`src/rtl/overlay_box_scheduler.sv`:
```
// Overlay box scheduler: three requesters write bounding boxes through a
// round-robin arbiter into a shadow bank that commits to the active bank on
// frame_sync, so the LCD overlay never sees coordinates change mid-frame.

// One overlay slot: shadow/active pair, pending flag and staleness age.
module overlay_box_slot #(
  parameter int          TIMEOUT_FRAMES = 8,
  parameter logic [10:0] OFF_COORD      = 11'h7FF
) (
  input  logic        lcd_clk,
  input  logic        sys_rst_n,
  input  logic        frame_sync,
  input  logic        wr_en,
  input  logic [43:0] wr_box,
  output logic [43:0] box_out,
  output logic        valid
);
  localparam logic [3:0]  AGE_MAX = 4'(TIMEOUT_FRAMES);
  localparam logic [43:0] OFF_BOX = {4{OFF_COORD}};

  logic [43:0] shadow;
  logic [43:0] active;
  logic        pending;
  logic [3:0]  age;

  // Commit on frame_sync uses the pre-edge shadow; a write on the same edge
  // lands in shadow and re-arms pending for the next frame.
  always_ff @(posedge lcd_clk or negedge sys_rst_n) begin
    if (!sys_rst_n) begin
      shadow  <= OFF_BOX;
      active  <= OFF_BOX;
      pending <= 1'b0;
      age     <= AGE_MAX;
      valid   <= 1'b0;
    end else begin
      if (frame_sync) begin
        pending <= 1'b0;
        if (pending) begin
          active <= shadow;
          age    <= 4'd0;
          valid  <= 1'b1;
        end else if (age < AGE_MAX) begin
          age <= age + 4'd1;
          if (age + 4'd1 == AGE_MAX) valid <= 1'b0;
        end
      end
      if (wr_en) begin
        shadow  <= wr_box;
        pending <= 1'b1;
      end
    end
  end

  // Invalid slots park every field at a coordinate no pixel can match.
  assign box_out = valid ? active : OFF_BOX;
endmodule

module overlay_box_scheduler #(
  parameter int          H_CMOS         = 640,
  parameter int          V_CMOS         = 480,
  parameter int          TIMEOUT_FRAMES = 8,
  parameter logic [10:0] OFF_COORD      = 11'h7FF
) (
  input  logic         lcd_clk,
  input  logic         sys_rst_n,
  input  logic         frame_sync,
  input  logic [2:0]   req,
  input  logic [2:0]   sel,
  input  logic [131:0] box_in,
  output logic [2:0]   ack,
  output logic [2:0]   err,
  output logic [219:0] box_act,
  output logic [4:0]   slot_valid,
  output logic         commit
);
  localparam int NUM_SLOTS = 5;

  typedef struct packed {
    logic [10:0] up;
    logic [10:0] down;
    logic [10:0] left;
    logic [10:0] right;
  } box_t;

  logic [2:0]  elig;
  logic [1:0]  rr_ptr;
  logic        gnt_vld;
  logic [1:0]  gnt_src;
  logic [2:0]  idx;
  box_t        gnt_box;
  logic [2:0]  gnt_slot;
  logic        gnt_bad;
  logic        wr_en;
  logic        unused_sel;
  logic [NUM_SLOTS-1:0][43:0] slot_box;

  // Face requests have no eye select.
  assign unused_sel = sel[0];

  // A source whose ack is showing is masked so a lingering req cannot re-win.
  assign elig = req & ~ack;

  // Round-robin pick starting at rr_ptr.
  always_comb begin
    gnt_vld = 1'b0;
    gnt_src = 2'd0;
    idx     = 3'd0;
    for (int k = 0; k < 3; k++) begin
      idx = {1'b0, rr_ptr} + 3'(k);
      if (idx >= 3'd3) idx = idx - 3'd3;
      if (!gnt_vld && elig[idx[1:0]]) begin
        gnt_vld = 1'b1;
        gnt_src = idx[1:0];
      end
    end
  end

  // Route the granted source's box and slot, then bounds-check it.
  always_comb begin
    case (gnt_src)
      2'd0:    begin gnt_box = box_t'(box_in[43:0]);   gnt_slot = 3'd0; end
      2'd1:    begin gnt_box = box_t'(box_in[87:44]);  gnt_slot = 3'd1 + {2'b00, sel[1]}; end
      default: begin gnt_box = box_t'(box_in[131:88]); gnt_slot = 3'd3 + {2'b00, sel[2]}; end
    endcase
    gnt_bad = (gnt_box.up > gnt_box.down) || (gnt_box.left > gnt_box.right) ||
              (gnt_box.down >= 11'(V_CMOS)) || (gnt_box.right >= 11'(H_CMOS));
  end

  assign wr_en = gnt_vld && !gnt_bad;

  // Registered handshake pulses, commit strobe and arbiter pointer.
  always_ff @(posedge lcd_clk or negedge sys_rst_n) begin
    if (!sys_rst_n) begin
      ack    <= 3'b000;
      err    <= 3'b000;
      commit <= 1'b0;
      rr_ptr <= 2'd0;
    end else begin
      ack    <= 3'b000;
      err    <= 3'b000;
      commit <= frame_sync;
      if (gnt_vld) begin
        ack[gnt_src] <= 1'b1;
        err[gnt_src] <= gnt_bad;
        rr_ptr       <= (gnt_src == 2'd2) ? 2'd0 : gnt_src + 2'd1;
      end
    end
  end

  for (genvar s = 0; s < NUM_SLOTS; s++) begin : g_slot
    overlay_box_slot #(
      .TIMEOUT_FRAMES(TIMEOUT_FRAMES),
      .OFF_COORD     (OFF_COORD)
    ) u_slot (
      .lcd_clk   (lcd_clk),
      .sys_rst_n (sys_rst_n),
      .frame_sync(frame_sync),
      .wr_en     (wr_en && (gnt_slot == 3'(s))),
      .wr_box    (gnt_box),
      .box_out   (slot_box[s]),
      .valid     (slot_valid[s])
    );
  end

  assign box_act = slot_box;
endmodule

```
`config.mk`:
```
export PLATFORM = sky130hd
export DESIGN_NAME = overlay_box_scheduler
export DESIGN_NICKNAME = d
export VERILOG_FILES = /design/src/rtl/overlay_box_scheduler.sv
export SDC_FILE = /design/constraint.sdc
export NUM_CORES = 1
export LEC_CHECK = 0
export CELL_PAD_IN_SITES_DETAIL_PLACEMENT = 0
export CELL_PAD_IN_SITES_GLOBAL_PLACEMENT = 2
export CORE_MARGIN = 2
export CORE_UTILIZATION = 47
export DETAILED_ROUTE_END_ITERATION = 7
export DONT_BUFFER_PORTS = 1
export GPL_TIMING_DRIVEN = 1
export PLACE_DENSITY_LB_ADDON = 0.08
export SETUP_SLACK_MARGIN = 0.1
export SYNTH_ARGS = -nofsm -noshare
export SYNTH_HDL_FRONTEND = slang
export SYNTH_SLANG_ARGS = --single-unit
```
`constraint.sdc`:
```
create_clock -name lcd_clk -period 10.6 [get_ports lcd_clk]
set_input_delay 2.12 -clock lcd_clk [delete_from_list [all_inputs] [get_ports lcd_clk]]
set_output_delay 2.12 -clock lcd_clk [all_outputs]
set_load 0.02 [all_outputs]
```
## Word level (Yosys, flattened, before mapping)

Cells that the tools add are included.

- Flip-flop bits (word level): 479
- Bits of input ports: 141
- Output and inout bits: 232
- Logic and storage cells: 178

- Add/subtract/negate cells: 13
- $lt $le $gt $ge: 17
- Equal/unequal tests: 11
- Mux-type cells: 58
- Bitwise operators: 3
- Reductions and logical operators: 47

Operators by type and width:

| operator | number |
|---|---|
| $mux 44 | 5 |
| $pmux 44 s2 | 1 |
| $mux 4 | 10 |
| $reduce_bool 2->1 | 15 |
| $mux 1 | 28 |
| $gt 11x11->1 | 2 |
| $add 4x1->4 const B | 5 |
| $eq 4x4->1 const B | 5 |
| $lt 4x4->1 const B | 5 |
| $reduce_and 2->1 | 10 |
| $reduce_and 3->1 | 5 |
| $mux 2 | 7 |
| $lt 2x3->1 const B | 4 |
| $ge 11x10->1 const B | 1 |
| $ge 11x9->1 const B | 1 |
| $logic_and 1x1->1 | 9 |
| $and 3x3->3 | 2 |
| $bmux 1 s2 | 3 |
| $eq 3x2->1 const B | 2 |
| $ge 3x2->1 const B | 2 |
| $mux 3 | 2 |
| $pmux 3 s2 | 1 |
| $sub 2x2->2 const B | 3 |
| $add 2x1->3 const A | 1 |
| other kinds (16) | 20 |

## Longest topological paths before layout

Gate-level depths: netlist (run 1).

- Depth after elaboration: 21
- Mapped depth: 24
- Gate-level depth less buffers: 19

## Modules after synthesis

A second synthesis (run 1) with hierarchy kept.

- Cells, all modules: 1593
- Area total of the unflattened synthesis: 21944.8 um2

By module, submodules not included:

| module | instances | cells each | area an instance (um2) | sequential area each (um2) |
|---|---|---|---|---|
| overlay_box_slot | 5 | 261 | 3986.3 | 2463.6 |
| overlay_box_scheduler | 1 | 288 | 2013.2 | 225.2 |

## Worst setup path before layout (run 1)

No wires, ideal clock.

- Kind: input-to-reg
- Start: input port req[2]
- End: register g_slot[1].u_slot.shadow[11]
- Library setup time: 82 ps
- Arrival: 5952 ps
- Data required time: 10518 ps
- Path slack: 4565 ps
- Cell stages on the path: 19
- Path buffers: 4
- Cell sequence: nor2b_1 > o21ai_0 > nand4_1 > and2_1 > buf_2 > buf_1 > o22ai_1 > nor2_1 > inv_1 > ha_1 > a2111oi_0 > a221oi_1 > a211oi_1 > o32ai_1 > nor2_2 > and4_1 > buf_6 > buf_6 > mux2_4

- Cells in the longest elaborated chain, start to end: 19
- Elaborated cells between the ends (all ways): 32
- Classes of those cells: 4 x order compare; 2 x eq/ne; 14 x mux; 1 x bitwise; 11 x reduce/logical

Ends and longest elaborated chain:

| what | RTL line | text |
|---|---|---|
| start: declaration | 67 | `input logic [2:0] req,` |
| $and 3x3->3 * | 101 | `assign elig = req & ~ack;` |
| $bmux 1 s2 | 111 | `if (!gnt_vld && elig[idx[1:0]]) begin` |
| $mux 1 (implied by the code) | 111 |  |
| $mux 1 | 111 |  |
| $logic_not 1->1 | 111 |  |
| $logic_and 1x1->1 | 111 |  |
| $mux 1 | 111 |  |
| $logic_not 1->1 | 111 |  |
| (+2 left out) | -- |  |
| $eq 2x1->1 or $logic_not 2->1 (tied branches) | 120 | `case (gnt_src)` |
| $pmux 44 s2 | 120 |  |
| $gt 11x11->1 | 125 | `gnt_bad = (gnt_box.up > gnt_box.down) \|\| (gnt_box.left > gnt_box.right) \|\|` |
| $logic_or 1x1->1 (2 in series) | 125 |  |
| $logic_or 1x1->1 | 126 | `(gnt_box.down >= 11'(V_CMOS)) \|\| (gnt_box.right >= 11'(H_CMOS));` |
| $logic_not 1->1 | 129 | `assign wr_en = gnt_vld && !gnt_bad;` |
| $logic_and 1x1->1 | 129 |  |
| $logic_and 1x1->1 | 158 | `.wr_en (wr_en && (gnt_slot == 3'(s))),` |
| end signal: assignment | 48 | `shadow <= wr_box;` |
| end: declaration | 21 | `logic [43:0] shadow;` |

Mark *: on every way between the ends. The rest lies on a longest branch, timed or not. The select of a mux whose other input is x is not followed.
A chain may end at the register's enable or synchronous reset.

## Worst setup path in the final report (run 1)

- Start: input port req[2]
- End: register g_slot[3].u_slot.shadow[6]

- Cells in the longest elaborated chain, start to end: 19
- Elaborated cells between the ends (all ways): 32
- Classes of those cells: 4 x order compare; 2 x eq/ne; 14 x mux; 1 x bitwise; 11 x reduce/logical

Ends and longest elaborated chain:

| what | RTL line |
|---|---|
| $and 3x3->3 * | 101 |
| $bmux 1 s2 | 111 |
| $mux 1 (implied by the code) | 111 |
| $mux 1 | 111 |
| $logic_not 1->1 | 111 |
| $logic_and 1x1->1 | 111 |
| $mux 1 | 111 |
| $logic_not 1->1 | 111 |
| (+2 left out) | -- |
| $eq 2x1->1 or $logic_not 2->1 (tied branches) | 120 |
| $pmux 44 s2 | 120 |
| $gt 11x11->1 | 125 |
| $logic_or 1x1->1 (2 in series) | 125 |
| $logic_or 1x1->1 | 126 |
| $logic_not 1->1 | 129 |
| $logic_and 1x1->1 | 129 |
| $logic_and 1x1->1 | 158 |
| end signal: assignment | 48 |
| end: declaration | 21 |

Marks and branches as above.

==> flow_results.org, run 1 <==
** Run status
- The checks that failed: DRC, slew limit.
- The flow ran to the end, but the final reports show violations.

** GRT
- GR Overflow Total :: 0
- Entering global routing, the biggest net connects 480 pins.
- GRT Resource Usage Total :: 23.9%
- The via count of the first global-routing pass is 13149.
- Global Route met3 Usage :: 5.24%
- M1 GR Usage :: 32.5%
- The initial antenna violation count was 3.
- Met2 demand-to-capacity share in global routing :: 39.2%
- The layer flagged by global routing as most heavily used is met2.
- The first global-routing pass estimated 87.4 mm of wire.

** Floorplanning
- The total area inside the core boundary comes to 0.0467 mm2.
- In this run the vertical extent of the chip is 221 um.
- Total I/O pin count :: approximately 370
- Row generation in the floorplan step produced 79 rows.
- The floorplan step set the die width to 221 um.
- Starting Density :: between 40% and 50%
- Die footprint :: between 0.04 and 0.05 mm2

** Clock tree
- Number of buffers on the longest clock path :: 3
- CTS built an H-tree with a depth of 2.
- CTS saw ~480 sinks.
- Clock latency on the worst-skew pair, taken at its later pin, is 590 ps.
- In this run, CTS created clock tree buffers numbering 51.
- The tree is rooted in a sky130_fd_sc_hd__clkbuf_16.
- Clock tree from TritonCTS :: yes
- Resized Gates After CTS :: 0
- Post-CTS timing repair inserted 0 buffers for setup.
- In this run, post-CTS hold repair placed 0 buffers.
- Clock slew seen by the registers of the worst setup and hold paths :: 60 ps

** Power and ir drop
- For this design the ratio of total power to cell area is 379 mW/mm2.
- Proportion of power drawn by the clock network :: about a fifth
- Maximum vdd drop :: 0.000257 V
- Design internal power :: 5.35 mW
- In this run the static leakage power is 10.4 nW.
- Gate power share :: 44.1%
- Net Switching :: 3.87 mW
- Of the total power, the share spent switching nets is 42.0%.
- Relative contribution of sequential cells to total power :: between 30 and 40%

** Final layout
- Final core area utilization :: 52.1%
- Cells with a size suffix above 1 make up 59.3% of the layout.
- The filler cells instantiated in the layout total roughly 4000.
- The area growth from synthesis to layout is 9.43%.
- In the final design database the tool counted 1766 nets.

** Worst setup path
- Startpoint of the worst register-to-register path :: rr_ptr[0]
- Flop2flop setup slack :: 3840 ps
- Crit path kind :: input pin to register
- On the worst path, the slowest cell contributes a delay of approximately 630 ps.
- STA puts the critical path data required time at 11110 ps.
- The kind of cell with the highest combined delay along the critical path is simple AND/OR/NAND/NOR gates.
- Number of cell instances on the worst register-to-register path :: 16
- Critical path launch point type :: input pin
- Endpoint of the lowest-slack register-to-register path :: g_slot[3].u_slot.shadow[6]
- Critical path's slowest cell :: sky130_fd_sc_hd__nand4_4
- The cell that appears most often on the critical path is sky130_fd_sc_hd__o21ai_0.
- STA classifies the critical path endpoint as a register.
- Worst path arrival time :: 7800 ps
- CP bufs+invs :: 3
- Cells along the critical path :: nor2b_1 -> o21ai_0 -> nand4_1 -> and2_1 -> clkinv_1 -> a22oi_1 -> nand2_1 -> inv_1 -> ha_1 -> o21ai_0 -> a221oi_1 -> a211oi_1 -> o32ai_1 -> nor2_2 -> nand4_4 -> buf_4 -> mux2_4
- Of all nets on the critical path, the largest fanout is 24.

** Synth
- Counting every instance in the synthesized netlist gives 1607.
- Dividing the synthesized area by the synthesized cell count gives 13.8 um2.
- The synthesized netlist occupies a cell area of 0.0222 mm2.
- In this run, distinct cell masters in the synthesized netlist total 75.
- Number of flops mapped to enable cells by yosys :: 0
- sky130_fd_sc_hd__dfstp_2 takes more of the synthesized area than any other cell.
- Syn. warnings :: 0
- Seq cells post-synth :: 479
- Most common flop cell mapped by yosys :: sky130_fd_sc_hd__dfstp_2
- The share of the Yosys chip area taken by registers is 56.4%.
- Ranking of synthesized cells by area :: sky130_fd_sc_hd__dfstp_2, sky130_fd_sc_hd__mux2_2, sky130_fd_sc_hd__nand2b_1
- Fraction of synthesis flops using an asynchronous set or reset pin :: 100%
- Counting every net in the synthesized netlist gives 1778.
- In this run the biggest area consumer among cell types represents 52.6% of the synthesized area.

** Placed design
- Prior to clock tree synthesis, the placed netlist has a worst setup slack of 2680 ps.
- Weighted congestion at the end of routability-driven global placement :: around 0.8
- Port Buffers :: 0
- DPL Wire Length :: 38.7 mm

** Timing
- Number of endpoints with negative hold slack in the final report :: 0
- Derived from the worst setup path, the maximum achievable clock frequency is 137 MHz.
- In the post-route analysis, the smallest setup slack over all paths is 3310 ps.
- Setup repair after global routing left no endpoint under its margin.
- Worst Hold Slack :: between 400 and 500 ps
- Measured against its own limit, the worst slew margin works out to -18.2%.
- The clock arrives with 19.3 ps of skew.
- Total negative slack :: 0 ps
- Count of pins over their slew limit :: 147
- For the finished layout, the period the worst path requires is between 7000 and 8000 ps.
- After layout, the worst path uses slightly below 70% of the clock period.
- Transition time of the tightest slew-check pin :: roughly 1800 ps
- Final number of setup-violating endpoints :: 0

** Routing
- The routed layout has 12552 vias.
- Using the TritonRoute via totals, the vias-per-cell ratio works out to 5.60.
- Final wirelength :: 58.9 mm
- After the first detailed-routing iteration, the DRC count stood at 651.
- DRC errors left :: 14
- Antenna viol nets, final :: 0
- The pre-antenna-repair detailed-routing pass consisted of 7 iterations.
- Dividing the detail-routed wire length by the instance count gives ~26 um.

** Worst hold path
- Along the worst hold path, the cell count comes to 1.
- Hold Crit Endpoint :: g_slot[1].u_slot.shadow[10]
- Source of the worst hold timing path :: g_slot[1].u_slot.shadow[10]
- Type of the tightest min-delay check :: register to register

** Flow run
- Max-cap violations in this run came to 0.
## routing by layer
layer / vias to the layer above / share of wire (%)
li1: 5577 / -
met1: 6570 / 45
met2: 337 / 48
met3: 68 / 5.3
met4: 0 / 2.0
met5: - / 0
## worst register-to-register path: cells and delay by family, from the launching register on
kind	cells	cell delay [ps]
AND/OR/NAND/NOR	6	2100
multiplexers	1	380
AO/OA/AOI/OAI	4	1950
flip-flops	1	370
buffers and inverters	3	990
adder cells (fa/ha/maj)	2	870
## logic make-up (layout without fill, tap and decap cells)
logic type      Yosys count  count (layout)  share of synthesized area, %
flops                   479             479                          56.4
simple gates            403             403                          10.7
fa+ha+maj                30              30                          1.69
mux                     431             431                          23.4
compound gates          135             135                          4.80
buf+inv                 129             157                          3.05
other cells               0               1                             0
## power by group through the flow
stage	Clock (mW)	Sequential (mW)	Combinational, mW
CTS	1.82	3.39	4.13
detailed placement	0	3.41	4.12
floorplan	0	3.20	3.09
global placement	0	3.39	4.07
global route	1.89	3.49	4.35
finish	1.77	3.39	4.07
## stage by stage
stage | cell area [um2] | cells | total power [mW]
2_1_floorplan | 22200 | 1607 | 6.29
3_3_place_gp | 22700 | 2149 | 7.45
3_5_place_dp | 22700 | 2149 | 7.53
4_1_cts | 24300 | 2242 | 9.34
5_1_grt | 24300 | 2243 | 9.73
6_report | 24300 | 2243 | 9.22
## layout by cell type (no fill, tap or decap), drive strengths merged, types with 2 or more instances in the layout
cell,count
nor2b,11
a21boi,5
ha,30
clkbuf,77
a221o,3
a22oi,18
nand2b,226
o21ai,18
a2111oi,4
nor4,2
o2bb2ai,12
buf,20
a211oi,3
nand3,5
a222oi,2
dfstp,445
bufinv,3
o22ai,28
a211o,5
clkinv,13
nor3,12
nand2,45
nand4,13
a41oi,3
nor2,67
nand3b,2
mux2i,6
a21o,3
and4,2
and2,14
o211ai,6
inv,43
mux2,425
a21oi,14
o21a,3
dfrtp,34
## worst max-delay path by stage
stage                      start                          end  slack (ps)  cells past startpoint
final                     req[2]   g_slot[3].u_slot.shadow[6]        3310                     17
after global routing      req[2]   g_slot[3].u_slot.shadow[9]        2940                     14
after CTS                 req[1]  g_slot[3].u_slot.shadow[22]        3320                     14
after detailed placement  req[1]  g_slot[3].u_slot.shadow[11]        2680                     14
after global placement    req[1]  g_slot[3].u_slot.shadow[11]        2820                     15
after floorplan           req[2]  g_slot[1].u_slot.shadow[11]        4570                     19
## cells in the mapped netlist (12+ instances only)
cell type	number
sky130_fd_sc_hd__buf_6	18
sky130_fd_sc_hd__mux2_2	292
sky130_fd_sc_hd__a21oi_1	14
sky130_fd_sc_hd__ha_1	30
sky130_fd_sc_hd__inv_1	42
sky130_fd_sc_hd__mux2_4	93
sky130_fd_sc_hd__a22oi_1	18
sky130_fd_sc_hd__nor2_1	66
sky130_fd_sc_hd__and2_1	13
sky130_fd_sc_hd__o22ai_1	28
sky130_fd_sc_hd__nand2_1	45
sky130_fd_sc_hd__mux2_1	40
sky130_fd_sc_hd__o2bb2ai_1	12
sky130_fd_sc_hd__dfrtp_1	34
sky130_fd_sc_hd__o21ai_0	15
sky130_fd_sc_hd__dfstp_2	445
sky130_fd_sc_hd__clkbuf_1	50
sky130_fd_sc_hd__nand2b_1	225
## registers in the layout, summed over array words and instances (netlist names)
register               cells
ack                        3
g_slot.u_slot.age         20
g_slot.u_slot.valid        5
commit                     1
g_slot.u_slot.active     220
rr_ptr                     2
g_slot.u_slot.pending      5
err                        3
g_slot.u_slot.shadow     220
## cell type report
class / count / area (um2) / share of cell area (%)
antenna: 1 / 2.50 / 0.0103
clock buffer: 77 / 1510 / 6.19
multi-input combinational: 999 / 9030 / 37.1
inverter: 44 / 170 / 0.700
sequential: 479 / 12500 / 51.6
tap: 607 / 759 / 3.12
timing repair buffer: 20 / 150 / 0.617
clock inverter: 16 / 158 / 0.648
(Power assumes the default switching activity.)
==> run 2, diff against run 1 <==
--- a/config.mk
+++ b/config.mk
@@ -8,7 +8,7 @@
 export CELL_PAD_IN_SITES_DETAIL_PLACEMENT = 0
 export CELL_PAD_IN_SITES_GLOBAL_PLACEMENT = 2
 export CORE_MARGIN = 2
-export CORE_UTILIZATION = 47
+export CORE_UTILIZATION = 40
 export DETAILED_ROUTE_END_ITERATION = 7
 export DONT_BUFFER_PORTS = 1
 export GPL_TIMING_DRIVEN = 1
==> constraint.sdc (replaced) <==
create_clock -name lcd_clk -period 6.6 [get_ports lcd_clk]
set_input_delay 1.32 -clock lcd_clk [delete_from_list [all_inputs] [get_ports lcd_clk]]
set_output_delay 1.32 -clock lcd_clk [all_outputs]
set_load 0.02 [all_outputs]
==> flow_results.org, run 2 (synthesized netlist as in run 1, its figures left out) <==
** GRT
- The initial antenna violation count is 3 (unchanged).
- The global routing usage on met2 was 35.8% (-3.4 points).
- The overall fraction of global-route tracks in use was 21.7% (-2.2 points).
- First-pass GRT wire length :: 90.6 mm (+3.6%)
- The via count of the first global-routing pass was 13352 (+1.5%).
- GR Overflow Total :: 0 (unchanged)
- The met1 demand-to-capacity share in global routing is 28.9% (-3.6 points).
- Global Route met3 Usage :: 4.96% (-0.29 points)
- Largest net degree at the start of global routing :: 480 (unchanged)
- Highest-utilization routing layer at the global route stage :: met2

** Floorplanning
- The die area came to 0.0575 mm2 (+17%).
- The core area was 0.0550 mm2 (+18%).
- The die height was 240 um (+8.2%).
- The site row count came to 86 (+8.9%).
- The I/O pin count came to 373 (unchanged).
- Starting Density :: 40.4% (-7.2 points)
- Horiz. Die Dim :: 240 um (+8.2%)

** Worst setup path
- Worst path arrival time :: 6470 ps (-1330 ps)
- STA classifies the critical path startpoint as a register.
- Counting stages on the worst path, the most repeated cell is sky130_fd_sc_hd__ha_1.
- The critical-path maximum fanout came to 18 (-25%).
- Crit-path max cell delay :: 570 ps (-60 ps)
- Crit path kind :: register to register
- STA classifies the critical path endpoint as a register.
- Cells along the critical path :: inv_1 -> ha_1 -> nand2b_1 -> o21ai_0 -> nand4_1 -> and2_1 -> clkinv_1 -> a22oi_1 -> nand2_1 -> ha_1 -> a21oi_1 -> nor2b_1 -> a2111oi_1 -> a221o_1 -> a31oi_2 -> nor4_4 -> nand4_4 -> buf_4 -> mux2_4
- The data required time of the critical path came to 7100 ps (-4010 ps).
- Critical path's slowest cell :: sky130_fd_sc_hd__ha_1

** Timing
- The final max-slew violation count is 0 (-100%).
- The smallest hold slack came to 484 ps (+3.57 ps).
- The remaining max-slew budget at the tightest pin was 9.06% (+27 points).
- The aggregate negative setup slack was 0 ps (unchanged).
- The pin slew with the least headroom to its limit was 1360 ps (-410 ps).
- The final number of hold-violating endpoints came to 0 (unchanged).
- Period Utilization, post-route :: a little over 90%
- The worst path needs 5970 ps of the cycle, external delays included.
- Setup repair after global routing left no endpoint under its margin.
- The total setup violations reported at the end of the flow is 0 (unchanged).
- Setup clock skew after layout :: 30.8 ps (+11.4 ps)
- Derived from the worst setup path, the maximum achievable clock frequency is 168 MHz.

** Final layout
- The sequential cell area in the final layout came to 0.0125 mm2 (unchanged).
- The multi-input logic area came to 0.00903 mm2 (about the same).
- The library cell used most frequently in the layout, excluding fill and tap cells, is sky130_fd_sc_hd__dfstp_2.
- The area growth from synthesis to layout is 12.2%.
- The proportion of layout cells with a drive suffix above 1 was 60.0% (+0.77 points).
- Highest-count cells in the layout ignoring fill and taps :: sky130_fd_sc_hd__dfstp_2, sky130_fd_sc_hd__mux2_2, sky130_fd_sc_hd__nand2b_1
- The largest registers in the layout are g_slot.u_slot.active: 220 flops, g_slot.u_slot.shadow: 220 flops, g_slot.u_slot.age: 20 flops.
- # nets final :: 1798 (+1.8%)
- ANT cells :: 0 (-1)
- Final core area utilization :: 45.4% (-6.8 points)
- The count of filler cells inserted in the layout came to 5021 (+25%).

** Power and ir drop
- Relative contribution of sequential cells to total power :: 35.4% (-1.3 points)
- Proportion of power drawn by the clock network :: 19.9% (+0.7 points)
- The internal power component was 8.98 mW (+68%).
- The leakage dissipation came to 10.7 nW (+2.1%).
- The combinational share of power was 44.7% (+0.6 points).
- Net Switching :: 6.31 mW (+63%)
- The switching portion of total power was 41.3% (-0.68 points).
- Cell area power density :: 613 mW/mm2 (+62%)
- Maximum vdd drop :: 0.000467 V (+82%)

** Clock tree
- The number of buffers inserted to repair setup after CTS came to 0 (unchanged).
- Worst skew pair latency :: 590 ps (about the same)
- Clock slew seen by the registers of the worst setup and hold paths :: 60 ps (about the same)
- Number of buffers created by CTS :: 51 (unchanged)
- Clk root buf :: sky130_fd_sc_hd__clkbuf_16
- Number of buffers on the longest clock path :: 3 (unchanged)
- Clock tree from TritonCTS :: yes
- The number of sinks driven by the clock tree came to 479 (unchanged).
- The number of H-tree levels is 2 (unchanged).
- Post-CTS Hold Buffers :: 0 (unchanged)

** Routing
- The first-pass detailed-route iteration total is 5 (-2).
- Final wirelength :: 62.3 mm (+5.8%)
- The DRC violations left came to 0 (-14).
- The violation count after the first detailed-routing iteration is 712 (+9.4%).
- Antenna viol nets, final :: 0 (unchanged)
- Routed vias/inst :: 5.24 (-6.3%)
- The average detailed-routed wire length per instance came to 25.8 um (-1.8%).
- Total via count after detailed routing :: 12667 (+0.92%)

** Worst hold path
- Type of the tightest min-delay check :: register to register

** Run status
- Result of the run :: complete, no violations

** Placed design
- Weighted congestion at the end of routability-driven global placement :: 0.799 (+2.0%)
- The HPWL after detailed placement was 41.5 mm (+7.3%).
- The count of port buffers added during placement was 0 (unchanged).

** Flow run
- Max-cap violations :: 0 (unchanged)
-- run 2: cell types whose count changed in the layout (fill, tap and decap cells not counted), moves of 2 or more --
cell	delta
sky130_fd_sc_hd__clkbuf_1	+2
sky130_fd_sc_hd__clkbuf_8	+4
sky130_fd_sc_hd__inv_6	+2
sky130_fd_sc_hd__bufinv_16	+3
sky130_fd_sc_hd__buf_4	+27
sky130_fd_sc_hd__clkinv_2	-9
sky130_fd_sc_hd__buf_12	+5
-- run 2: final timing paths --
path                                             startpoint                     endpoint  slack, ps  cells after the start
worst max-delay path                              rr_ptr[0]  g_slot[3].u_slot.shadow[22]        630                     19
worst min-delay path            g_slot[1].u_slot.shadow[10]  g_slot[1].u_slot.shadow[10]        480                      1
worst max register to register                    rr_ptr[0]  g_slot[3].u_slot.shadow[22]        630                     19
worst min register to register  g_slot[1].u_slot.shadow[10]  g_slot[1].u_slot.shadow[10]        480                      1
max in group asynchronous                         sys_rst_n                       err[2]       5060                      0
min in group asynchronous                         sys_rst_n                       commit        560                      0
-- run 2: what timing repair did --
item	4_1_cts	5_1_grt
gates resized for setup	0	2
endpoints found under the hold margin	0	0
endpoints found under the setup margin	0	81
-- run 2: worst max-delay path: cells and delay by family (launching register included) --
family,cells,cell delay [ps]
buffers and inverters,3,890
multiplexers,1,310
flip-flops,1,380
adder cells (fa/ha/maj),2,920
AND/OR/NAND/NOR,7,1900
AO/OA/AOI/OAI,6,1450
-- run 2: cell type report --
| cell class | count | area share (%) |
|---|---|---|
| Sequential cell | 479 | 50.3 |
| Multi-Input combinational cell | 999 | 36.2 |
| Clock buffer | 83 | 6.29 |
| Tap cell | 748 | 3.75 |
| Timing Repair Buffer | 52 | 1.82 |
| Clock inverter | 12 | 0.918 |
| Inverter | 44 | 0.682 |
-- run 2: routing by layer --
layer | routed length [um] | vias to the layer above
li1 | - | 5633
met1 | 27600 | 6612
met2 | 30000 | 339
met3 | 3530 | 81
met4 | 1150 | 2
met5 | 13 | -
-- run 2: stage by stage --
| step | cell area [um2] | instances | power, mW | setup slack [ps] |
|---|---|---|---|---|
| after CTS | 24900 | 2417 | 15.5 | 451 |
| final | 24900 | 2417 | 15.3 | 630 |
| after floorplan | 22200 | 1607 | 10.1 | 1370 |
| after global routing | 24900 | 2417 | 16.2 | 149 |
| after global placement | 23100 | 2322 | 12.3 | 62.2 |
| after detailed placement | 23100 | 2322 | 12.4 | 3.60 |
-- run 2: power groups by stage --
stage	logic (mW)	registers [mW]	clock network, mW
2_1_floorplan	4.96	5.14	0
3_3_place_gp	6.88	5.44	0
3_5_place_dp	6.93	5.47	0
4_1_cts	6.95	5.44	3.14
5_1_grt	7.38	5.58	3.25
6_report	6.84	5.42	3.04
==> run 3, diff against run 2 <==
--- a/config.mk
+++ b/config.mk
@@ -7,13 +7,15 @@
 export LEC_CHECK = 0
 export CELL_PAD_IN_SITES_DETAIL_PLACEMENT = 0
 export CELL_PAD_IN_SITES_GLOBAL_PLACEMENT = 2
-export CORE_MARGIN = 2
-export CORE_UTILIZATION = 40
+export CORE_MARGIN = 4
+export CORE_UTILIZATION = 41
+export CTS_BUF_LIST = sky130_fd_sc_hd__clkbuf_4 sky130_fd_sc_hd__clkbuf_8
 export DETAILED_ROUTE_END_ITERATION = 7
 export DONT_BUFFER_PORTS = 1
 export GPL_TIMING_DRIVEN = 1
 export PLACE_DENSITY_LB_ADDON = 0.08
 export SETUP_SLACK_MARGIN = 0.1
+export SLEW_MARGIN = 5
 export SYNTH_ARGS = -nofsm -noshare
 export SYNTH_HDL_FRONTEND = slang
 export SYNTH_SLANG_ARGS = --single-unit
==> flow_results.org, run 3 (synthesized netlist as in run 1, its figures left out) <==
** Worst setup path
- Cell with the most instances on the worst path :: sky130_fd_sc_hd__ha_1
- CP bufs+invs :: 4 (+1)
- Maximum fanout along the worst path :: 19 (+1)
- The worst setup path is launched from a register.
- The worst setup path is captured at a register.
- Crit path kind :: register to register
- Cell family with most CP delay :: simple AND/OR/NAND/NOR gates
- Among all stages on the critical path, the largest delay is contributed by sky130_fd_sc_hd__a2111oi_0.
- Startpoint of the worst register-to-register path :: rr_ptr[0]
- The critical path ends at g_slot[1].u_slot.shadow[42].
- The depth of the worst register-to-register path is 17 (-2).
- The number of cells on the critical path was 17 (-2).
- Flop2flop setup slack :: 670 ps (+40 ps)
- The delay of the slowest critical-path stage was 590 ps (+20 ps).
- Cells along the critical path :: inv_1 -> ha_1 -> nand2b_1 -> o21ai_0 -> nand4_1 -> and2_1 -> clkinv_1 -> buf_4 -> a22oi_1 -> nand2_1 -> ha_1 -> a2111oi_0 -> a31oi_1 -> nor4_1 -> and4_4 -> buf_12 -> mux2_4
- Endpoint of the lowest-slack register-to-register path :: g_slot[1].u_slot.shadow[42]
- Data required, critical path :: 7170 ps (+70 ps)
- In this run the worst setup path begins at rr_ptr[0].
- Worst path arrival time :: 6510 ps (+40 ps)

** Placed design
- DPL Wire Length :: 41.5 mm (about the same)
- The count of port buffers added during placement is 0 (unchanged).
- The number of cells after detailed placement came to 2270 (-2.2%).
- Standard cell area after detailed placement :: 0.0231 mm2 (-0.23%)
- Weighted congestion at the end of routability-driven global placement :: 0.769 (-3.7%)

** Final layout
- Post-layout instance area :: 0.0249 mm2 (about the same)
- The library cell used most frequently in the layout, excluding fill and tap cells, is sky130_fd_sc_hd__dfstp_2.
- The multi-input logic area was 0.00902 mm2 (about the same).
- In the layout the commonest cells are sky130_fd_sc_hd__dfstp_2, sky130_fd_sc_hd__mux2_2, sky130_fd_sc_hd__nand2b_1.
- The count of filler cells inserted in the layout came to 4845 (-3.5%).
- Area used by sequential logic in the layout :: 0.0125 mm2 (unchanged)
- The relative area change from synthesis to final layout was 12.2% (about the same).
- Final Non-Filler Cells :: 2429 (+0.50%)
- Final core area utilization :: 46.4% (+1.1 points)
- Largest registers ranked by flip-flop count :: g_slot.u_slot.active: 220 flops, g_slot.u_slot.shadow: 220 flops, g_slot.u_slot.age: 20 flops
- The net count reported at finish was 1834 (+2.0%).
- The proportion of layout cells with a drive suffix above 1 came to 62.4% (+2.4 points).

** Clock tree
- Number of buffers on the longest clock path :: 3 (unchanged)
- Worst skew pair latency :: 650 ps (+60 ps)
- The number of gates resized after cts came to 0 (unchanged).
- The number of sinks driven by the clock tree came to 479 (unchanged).
- Clk root buf :: sky130_fd_sc_hd__clkbuf_8
- The CTS buffer count came to 87 (+71%).
- Buffer count from post-CTS setup fixing :: 0 (unchanged)
- The number of H-tree levels is 3 (+1).
- The clock slew seen by the registers of the worst setup and hold paths came to 60 ps (about the same).
- TritonCTS built the clock tree.
- The count of hold buffers inserted by post-cts repair came to 0 (unchanged).

** Timing
- Final number of setup-violating endpoints :: 0 (unchanged)
- Count of pins over their slew limit :: 0 (unchanged)
- Setup repair after global routing missed its margin :: no
- The maximum frequency from static timing analysis is 169 MHz (+0.61%).
- The minimum period implied by the final worst setup slack came to 5930 ps (-36.4 ps).
- Max transition margin :: 6.07% (-3.0 points)
- Transition time of the tightest slew-check pin :: 1410 ps (+44.8 ps)
- The aggregate negative setup slack came to 0 ps (unchanged).
- Number of endpoints with negative hold slack in the final report :: 0 (unchanged)
- Setup clock skew after layout :: 17.3 ps (-13.5 ps)
- Period Utilization, post-route :: 89.9% (-0.55 points)

** Routing
- Average detailed-routed wire length per instance :: 26.0 um (+0.83%)
- The via total after detailed routing came to 12863 (+1.5%).
- The average via count per standard cell is 5.30 (+1.0%).
- Detailed router's first-iteration violation count :: 645 (-9.4%)
- Antenna viol nets, final :: 0 (unchanged)
- The DRC violations left is 0 (unchanged).
- The detailed-route wire length is 63.1 mm (+1.3%).
- First-pass detailed-route iteration total :: 4 (-1)

** Floorplanning
- The die area came to 0.0580 mm2 (+0.93%).
- The die height is 241 um (+0.46%).
- Total I/O pin count :: 373 (unchanged)
- Horiz. Die Dim :: 241 um (+0.46%)
- # rows :: 85 (-1.2%)
- Starting Density :: 41.4% (+0.96 points)
- Placeable core area :: 0.0537 mm2 (-2.3%)

** GRT
- First-pass GRT wire length :: 91.8 mm (+1.4%)
- GRT Resource Usage Total :: 21.5% (-0.16 points)
- The final global-route overflow total came to 0 (unchanged).
- The pin count of the biggest net entering global routing came to 480 (unchanged).
- The initial antenna violation count was 6 (+3).
- Number of global-route vias before repair :: 13480 (+0.96%)

** Power and ir drop
- Leakage :: 10.8 nW (+1.0%)
- The worst ir drop on vdd was 0.000353 V (-24%).
- The power density over the cells is 610 mW/mm2 (-0.50%).
- The total power consumption of the routed design is 15.2 mW (-0.48%).

** Run status
- Result of the run :: complete, no violations

** Worst hold path
- In this run the worst hold path is classified as input pin to async pin.

** Flow run
- The reported max-cap violation count came to 0 (unchanged).
run 3: changes by cell type in the layout (fill, tap and decap cells not counted), moves of 5 or more:
cell / delta
sky130_fd_sc_hd__bufinv_16: -6
sky130_fd_sc_hd__clkbuf_1: -17
sky130_fd_sc_hd__clkbuf_16: -53
sky130_fd_sc_hd__clkbuf_4: +37
sky130_fd_sc_hd__clkbuf_8: +96
sky130_fd_sc_hd__clkinvlp_4: +5
run 3: worst reg2reg max path: cells and delay by family, from the launching register on:
family	cells	cell delay, ps
and+or+nand+nor	6	2050
AOI/OAI and AO/OA	4	1370
adders and majority gates	2	1030
buffers and inverters	4	670
DFF	1	380
muxes	1	340
run 3: how the worst min path moves through the flow:
| stage | end | slack [ps] | depth (start not counted) | from |
|---|---|---|---|---|
| 6_report | g_slot[2].u_slot.pending | 480 | 0 | sys_rst_n |
| 5_1_grt | g_slot[4].u_slot.age[0] | 410 | 0 | sys_rst_n |
| 4_1_cts | g_slot[0].u_slot.valid | 320 | 0 | sys_rst_n |
| 3_5_place_dp | g_slot[1].u_slot.shadow[10] | 470 | 1 | g_slot[1].u_slot.shadow[10] |
| 3_3_place_gp | g_slot[1].u_slot.shadow[10] | 470 | 1 | g_slot[1].u_slot.shadow[10] |
| 2_1_floorplan | g_slot[1].u_slot.shadow[10] | 460 | 1 | g_slot[1].u_slot.shadow[10] |
run 3: layout make-up:
class,instances,area share (%)
inverter,44,0.682
multi-input combinational,999,36.2
sequential,479,50.3
clock inverter,11,0.321
tap,696,3.49
clock buffer,146,7.13
timing repair buffer,52,1.87
antenna,2,0.0201
run 3: routing by layer:
layer,track usage [%],wire length [um],vias up
li1,-,-,5728
met1,29.5,28200,6687
met2,34.5,29900,375
met3,5.03,3800,73
met4,6.23,1230,0
met5,0,0,-
run 3: power breakdown:
| part | leakage [nW] | switching [mW] | internal [mW] | total (mW) |
|---|---|---|---|---|
| Combinational | 4.80 | 4.50 | 2.38 | 6.89 |
| Sequential | 4.99 | 0.669 | 4.74 | 5.41 |
| Clock | 0.982 | 1.24 | 1.69 | 2.93 |
| Total | 10.8 | 6.41 | 8.82 | 15.2 |
run 3: stage by stage:
step / setup slack [ps] / hold slack, ps
detailed placement: 183 / 474
CTS: 601 / 317
global route: 224 / 407
floorplan: 1370 / 464
finish: 666 / 480
global placement: 259 / 471
